<file path="config.mk">
export PLATFORM = sky130hd
export DESIGN_NAME = gate_seq_encoder
export DESIGN_NICKNAME = d
export VERILOG_FILES = /design/src/rtl/gate_seq_pkg.sv /design/src/rtl/gate_seq_dwell_timer.sv /design/src/rtl/gate_seq_encoder.sv
export SDC_FILE = /design/constraint.sdc
export NUM_CORES = 1
export LEC_CHECK = 0
export CAP_MARGIN = 30
export CORE_UTILIZATION = 49
export DETAILED_ROUTE_END_ITERATION = 8
export PLACE_DENSITY = 0.76
export SLEW_MARGIN = 10
export SYNTH_ARGS = -nofsm -noshare
export SYNTH_HDL_FRONTEND = slang
export SYNTH_SLANG_ARGS = --single-unit
</file>
<file path="constraint.sdc">
create_clock -name clk -period 1.8 [get_ports clk]
set_input_delay 0.18 -clock clk [delete_from_list [all_inputs] [get_ports clk]]
set_output_delay 0.18 -clock clk [all_outputs]
set_load 0.01 [all_outputs]
</file>
<file path="src/rtl/gate_seq_pkg.sv">
// rtl/gate_seq_pkg.sv - shared states, direction/pattern constants and step pattern lookup for gate_seq_encoder
package gate_seq_pkg;

    typedef enum logic [2:0] {
        ST_IDLE  = 3'd0,
        ST_LEAD  = 3'd1,
        ST_S1    = 3'd2,
        ST_S2    = 3'd3,
        ST_S3    = 3'd4,
        ST_FAULT = 3'd5,
        ST_TAIL  = 3'd6
    } state_e;

    localparam logic DIR_ENTER = 1'b0;
    localparam logic DIR_EXIT  = 1'b1;

    // Patterns are {a,b}.
    localparam logic [1:0] PAT_00 = 2'b00;
    localparam logic [1:0] PAT_10 = 2'b10;
    localparam logic [1:0] PAT_11 = 2'b11;
    localparam logic [1:0] PAT_01 = 2'b01;

    // Step 0 is the LEAD/TAIL idle pattern, steps 1..3 walk the Gray sequence.
    function automatic logic [1:0] step_pattern(input logic dir, input logic [1:0] step);
        logic [1:0] pat;
        case (step)
            2'd1:    pat = (dir == DIR_ENTER) ? PAT_10 : PAT_01;
            2'd2:    pat = PAT_11;
            2'd3:    pat = (dir == DIR_ENTER) ? PAT_01 : PAT_10;
            default: pat = PAT_00;
        endcase
        return pat;
    endfunction

endpackage

</file>
<file path="src/rtl/gate_seq_dwell_timer.sv">
// rtl/gate_seq_dwell_timer.sv - loadable down-counter; expire_o is high for the one cycle the count is 1
module gate_seq_dwell_timer #(
    parameter int W = 16
) (
    input  logic         clk,
    input  logic         reset,
    input  logic         load_i,
    input  logic [W-1:0] value_i,
    output logic         expire_o
);

    logic [W-1:0] count_q;
    logic [W-1:0] count_d;

    // Parks at zero once expired so expire_o cannot repeat without a reload.
    always_comb begin
        count_d = count_q;
        if (load_i) begin
            count_d = value_i;
        end else if (count_q != '0) begin
            count_d = count_q - W'(1);
        end
    end

    always_ff @(posedge clk) begin
        if (reset) begin
            count_q <= '0;
        end else begin
            count_q <= count_d;
        end
    end

    assign expire_o = (count_q == W'(1));

endmodule

</file>
<file path="src/rtl/gate_seq_encoder.sv">
// rtl/gate_seq_encoder.sv - two-sensor gate sequence transmitter; GATE_SEQ_JITTER_EN adds LFSR dwell jitter
module gate_seq_encoder
    import gate_seq_pkg::*;
#(
    parameter int          DWELL_W   = 16,
    parameter logic [15:0] LFSR_SEED = 16'hACE1
) (
    input  logic               clk,
    input  logic               reset,
    input  logic               req_valid,
    output logic               req_ready,
    input  logic               req_dir,
    input  logic               req_fault,
    input  logic [1:0]         req_fault_depth,
    input  logic [DWELL_W-1:0] req_dwell,
    output logic               a,
    output logic               b,
    output logic               busy,
    output logic               done,
    output logic               inc_exp,
    output logic               dec_exp,
    output logic [2:0]         dbg_state
);

`ifdef GATE_SEQ_JITTER_EN
    localparam int TMR_W = DWELL_W + 1;
`else
    localparam int TMR_W = DWELL_W;
`endif

    state_e             state_q, state_d;
    logic [1:0]         ab_q, ab_d;
    logic               dir_q, fault_q;
    logic [1:0]         depth_q;
    logic [DWELL_W-1:0] dwell_q;
    logic               done_q, inc_q, dec_q;

    logic               accept, expire, advance, done_d, tmr_load;
    logic [1:0]         step_idx;
    logic [DWELL_W-1:0] req_dwell_eff, base_dwell;
    logic [TMR_W-1:0]   tmr_value;

    assign accept        = req_valid && (state_q == ST_IDLE);
    assign advance       = expire && (state_q != ST_IDLE);
    assign req_dwell_eff = (req_dwell == '0) ? DWELL_W'(1) : req_dwell;
    assign base_dwell    = accept ? req_dwell_eff : dwell_q;
    assign tmr_load      = accept || (advance && state_q != ST_TAIL);
    assign done_d        = advance && (state_q == ST_TAIL);

`ifdef GATE_SEQ_JITTER_EN
    logic [15:0] lfsr_q;
    logic        lfsr_fb;

    assign lfsr_fb   = lfsr_q[15] ^ lfsr_q[13] ^ lfsr_q[12] ^ lfsr_q[10];
    assign tmr_value = {1'b0, base_dwell} + {{(TMR_W-4){1'b0}}, lfsr_q[3:0]};

    always_ff @(posedge clk) begin
        if (reset) begin
            lfsr_q <= LFSR_SEED;
        end else if (tmr_load) begin
            lfsr_q <= {lfsr_q[14:0], lfsr_fb};
        end
    end
`else
    assign tmr_value = base_dwell;
`endif

    gate_seq_dwell_timer #(.W(TMR_W)) u_timer (
        .clk      (clk),
        .reset    (reset),
        .load_i   (tmr_load),
        .value_i  (tmr_value),
        .expire_o (expire)
    );

    always_comb begin
        case (state_q)
            ST_S1:   step_idx = 2'd1;
            ST_S2:   step_idx = 2'd2;
            ST_S3:   step_idx = 2'd3;
            default: step_idx = 2'd0;
        endcase
    end

    // A fault replaces the step after `depth` legal steps with the inverse of the held pattern.
    always_comb begin
        state_d = state_q;
        ab_d    = ab_q;
        case (state_q)
            ST_IDLE: begin
                if (accept) begin
                    state_d = ST_LEAD;
                    ab_d    = PAT_00;
                end
            end
            ST_LEAD, ST_S1, ST_S2, ST_S3: begin
                if (advance) begin
                    if (fault_q && depth_q == step_idx) begin
                        state_d = ST_FAULT;
                        ab_d    = ~ab_q;
                    end else if (step_idx == 2'd3) begin
                        state_d = ST_TAIL;
                        ab_d    = PAT_00;
                    end else begin
                        state_d = (state_q == ST_LEAD) ? ST_S1 :
                                  (state_q == ST_S1)   ? ST_S2 : ST_S3;
                        ab_d    = step_pattern(dir_q, step_idx + 2'd1);
                    end
                end
            end
            ST_FAULT: begin
                if (advance) begin
                    state_d = ST_TAIL;
                    ab_d    = PAT_00;
                end
            end
            ST_TAIL: begin
                if (advance) begin
                    state_d = ST_IDLE;
                    ab_d    = PAT_00;
                end
            end
            default: begin
                state_d = ST_IDLE;
                ab_d    = PAT_00;
            end
        endcase
    end

    always_ff @(posedge clk) begin
        if (reset) begin
            state_q <= ST_IDLE;
            ab_q    <= PAT_00;
            done_q  <= 1'b0;
            inc_q   <= 1'b0;
            dec_q   <= 1'b0;
            dir_q   <= DIR_ENTER;
            fault_q <= 1'b0;
            depth_q <= 2'd0;
            dwell_q <= DWELL_W'(1);
        end else begin
            state_q <= state_d;
            ab_q    <= ab_d;
            done_q  <= done_d;
            inc_q   <= done_d && !fault_q && (dir_q == DIR_ENTER);
            dec_q   <= done_d && !fault_q && (dir_q == DIR_EXIT);
            if (accept) begin
                dir_q   <= req_dir;
                fault_q <= req_fault;
                depth_q <= req_fault_depth;
                dwell_q <= req_dwell_eff;
            end
        end
    end

    assign req_ready = (state_q == ST_IDLE);
    assign busy      = (state_q != ST_IDLE);
    assign a         = ab_q[1];
    assign b         = ab_q[0];
    assign done      = done_q;
    assign inc_exp   = inc_q;
    assign dec_exp   = dec_q;
    assign dbg_state = state_q;

endmodule

</file>
==> run metrics <==
total number of vias=2840; pwr/cell area=1530 nW/um^2; Worst path top cell family by delay=compound AO/OA/AOI/OAI gates; Rel. slew slack=0.536; CP endpoint kind=register; core region area=4500 um^2; Fin. Hold Viols=0; clk buf depth=2; Final TNS setup=-1.72 ns; GP Congestion=0.918; worst path arrival time=2.15 ns; router iterations before antenna repair=5; final core utilization=0.815; Hold Path Depth=3; Reg2Reg Setup Slack=-0.17 ns; syn_nets=313; Detail Route Antenna Nets=0; nets=421; Worst Reg-to-Reg Cells=7; f_max=507 MHz; filler instances=251; largest net degree at the start of global routing=17; port bufs=32; CP Depth=7; Top Ports=33; DRC viols=0; vias in the first global route=2658; CP Cell Sequence=nor4_4, buf_4, buf_4, nand3_2, o31a_1, o21ai_1, a31oi_1; Site Rows=24; CTS sink count=44; final worst-path cycle share=1.09; actual slew at the worst max-slew pin=0.679 ns; Post-Syn Area=2360 um^2; top_reg_cell synth=dfxtp_1; Hold/Removal Path Class=primary input to register; gr ovfl total=0; Slowest cell on crit path=nor4_4; worst path required time=1.98 ns; RSZ-0062 raised after global routing=yes; Die Ht=71.5 um; post-route setup slack=-0.171 ns; die width=71.5 um; Crit path largest cell delay=0.37 ns; Synth Area per Inst=8.24 um^2; synth unique cells=55; Worst Skew=0.0123 ns; area of the multi-input gates=1600 um^2; hold slack=0.416 ns; Crit Path Max Fanout=6; Final setup viols=23; DR WL/cell=19.7 um; share of the yosys chip area belonging to registers=0.372; Tot GR Track Use=0.331; first-pass GRT wire length=13200 um; CTS tree=done; starting density of the core=0.525; Synthesis Warnings=0; Avg Vias per Cell=6.34; most frequent CP cell=buf_4; DP HPWL=5180 um; CTS buffer count=5; Post-Synthesis Cells=287; clk_lat worst skew=0.31 ns; Final min period=1.97 ns; Initial DRC Count=287; Diodes inserted=0; Root Driver=clkbuf_8; Layout Area Growth over Synthesis=55.3%; P_leak=1.44 nW; CP Launch Type=register; Post-synth EDFFs=0; clock-pin slew on the worst setup and hold paths=0.09 ns; status=finished, violations left; post-route insts no fill=448; placed cell count=427; final max-slew violation count=0; Max Cap Viol=0; failing checks=negative setup slack; peak supply drop=0.829 mV; routed wire length=8830 um; Post-synth ARST share=0; initial antenna violation count=0; FF+latch area=901 um^2; share of cells above drive strength 1=0.369; die area=5110 um^2; H-Tree Depth=2; Crit Path Class=register to register; flops & latches, synth=44; Buf/Inv on CP=2
-- worst reg2reg max path, stage by stage (launching register included) --
cell and delay, ns:
dfxtp_4 0.36, nor4_4 0.37, buf_4 0.22, buf_4 0.12, nand3_2 0.11, o31a_1 0.30
o21ai_1 0.22, a31oi_1 0.14
-- repair_timing --
action / CTS / global route
setup buffers: 6 / 8
pin swaps: 12 / 19
resized for setup: 35 / 33
setup endpoints to repair: 26 / 26
hold buffers: 0 / 0
-- cells by family (layout without fill, tap and decap cells) --
kind of cell,Yosys count,after routing,share of synthesized area
buf+inv,23,132,0.0434
compound gates,81,81,0.230
mux,2,2,0.00847
fa+ha+maj,3,3,0.0159
simple gates,121,121,0.281
xor+xnor,13,13,0.0481
flops,44,44,0.372
-- metrics by stage --
stage	power (W)	setup slack [ns]	cell area [um^2]
6_report	0.00561	-0.171	3670
5_1_grt	0.00586	-0.213	3670
4_1_cts	0.00503	-0.0469	3480
3_5_place_dp	0.00414	-0.234	3230
3_3_place_gp	0.00407	-0.182	3230
2_1_floorplan	0.00300	0.0119	2390
-- report_power, final --
part	switching (W)	internal, W	total [W]	leakage [nW]
registers	0.000264	0.00121	0.00147	0.365
logic	0.00175	0.00173	0.00348	1.03
clock network	0.000378	0.000276	0.000654	0.0445
total	0.00239	0.00322	0.00561	1.44
-- flip-flops by register name, summed over array words and instances (netlist names) --
signal,cells
done,1
fault_q,1
ab_q,2
dwell_q,16
dir_q,1
depth_q,2
u_timer.count_q,16
dbg_state,3
inc_exp,1
dec_exp,1
-- synthesized netlist by cell type, types with 3 or more instances --
cell type  count  area, um^2
clkbuf_1      10        37.5
inv_1          8        30.0
nor2_1        14        52.6
or3_1          4        25.0
nor4_1         7        43.8
nand2_1       49         184
xnor2_1       12         105
o21ai_0        8        40.0
a31oi_1        6        37.5
o211ai_1       3        22.5
a21oi_1       31         155
o221ai_1       3        26.3
nor4_4         3        63.8
o21ai_1        3        15.0
nor3_1        13        65.1
nor3b_1        3        22.5
nand3_1        5        25.0
ha_1           3        37.5
nand4_1        6        37.5
dfxtp_1       44         881
and3_1         3        18.8
-- cells in the final DEF (no fill, tap or decap), types with 3 or more instances in the layout --
master           netlist  layout
nor4_2                 0       3
a31oi_1                6       6
o21ai_1                3       5
dfxtp_1               44      36
nor2_1                14      12
o21ai_4                1       3
or3_1                  4       3
inv_1                  8       6
nand3_1                5       4
clkbuf_8               0       5
xnor2_1               12      11
o211ai_1               3       3
dfxtp_4                0       4
nand2_2                0       4
nand4_1                6       6
nand2_1               49      45
buf_4                  0      74
a211oi_2               2       3
o21ai_0                8       5
nor3_1                13      11
nor4_1                 7       4
a21oi_1               31      27
inv_2                  1       3
dfxtp_2                0       4
buf_6                  2       8
clkdlybuf4s50_1        0      30
nor4_4                 3       3
-- path summary, 6_finish.rpt --
check,from,to
worst max register to register,u_timer.count_q[5],u_timer.count_q[14]
worst min register to register,dwell_q[8],dwell_q[8]
worst min-delay path,req_dir,dir_q
worst max-delay path,u_timer.count_q[5],u_timer.count_q[14]
-- routing by layer --
metal / track usage / part of all wire
met5: 0 / 0
met4: 0.137 / 0.070
met3: 0.0675 / 0.084
met2: 0.528 / 0.45
met1: 0.441 / 0.40
-- area by class of cell --
type                       instances  area share
sequential                        44       0.245
clock buffer                       5      0.0187
timing repair buffer             115       0.269
inverter                           9     0.00920
multi-input combinational        220       0.434
clock inverter                     3     0.00579
tap                               52      0.0177
No activity file was read; power rests on OpenSTA's default activity.
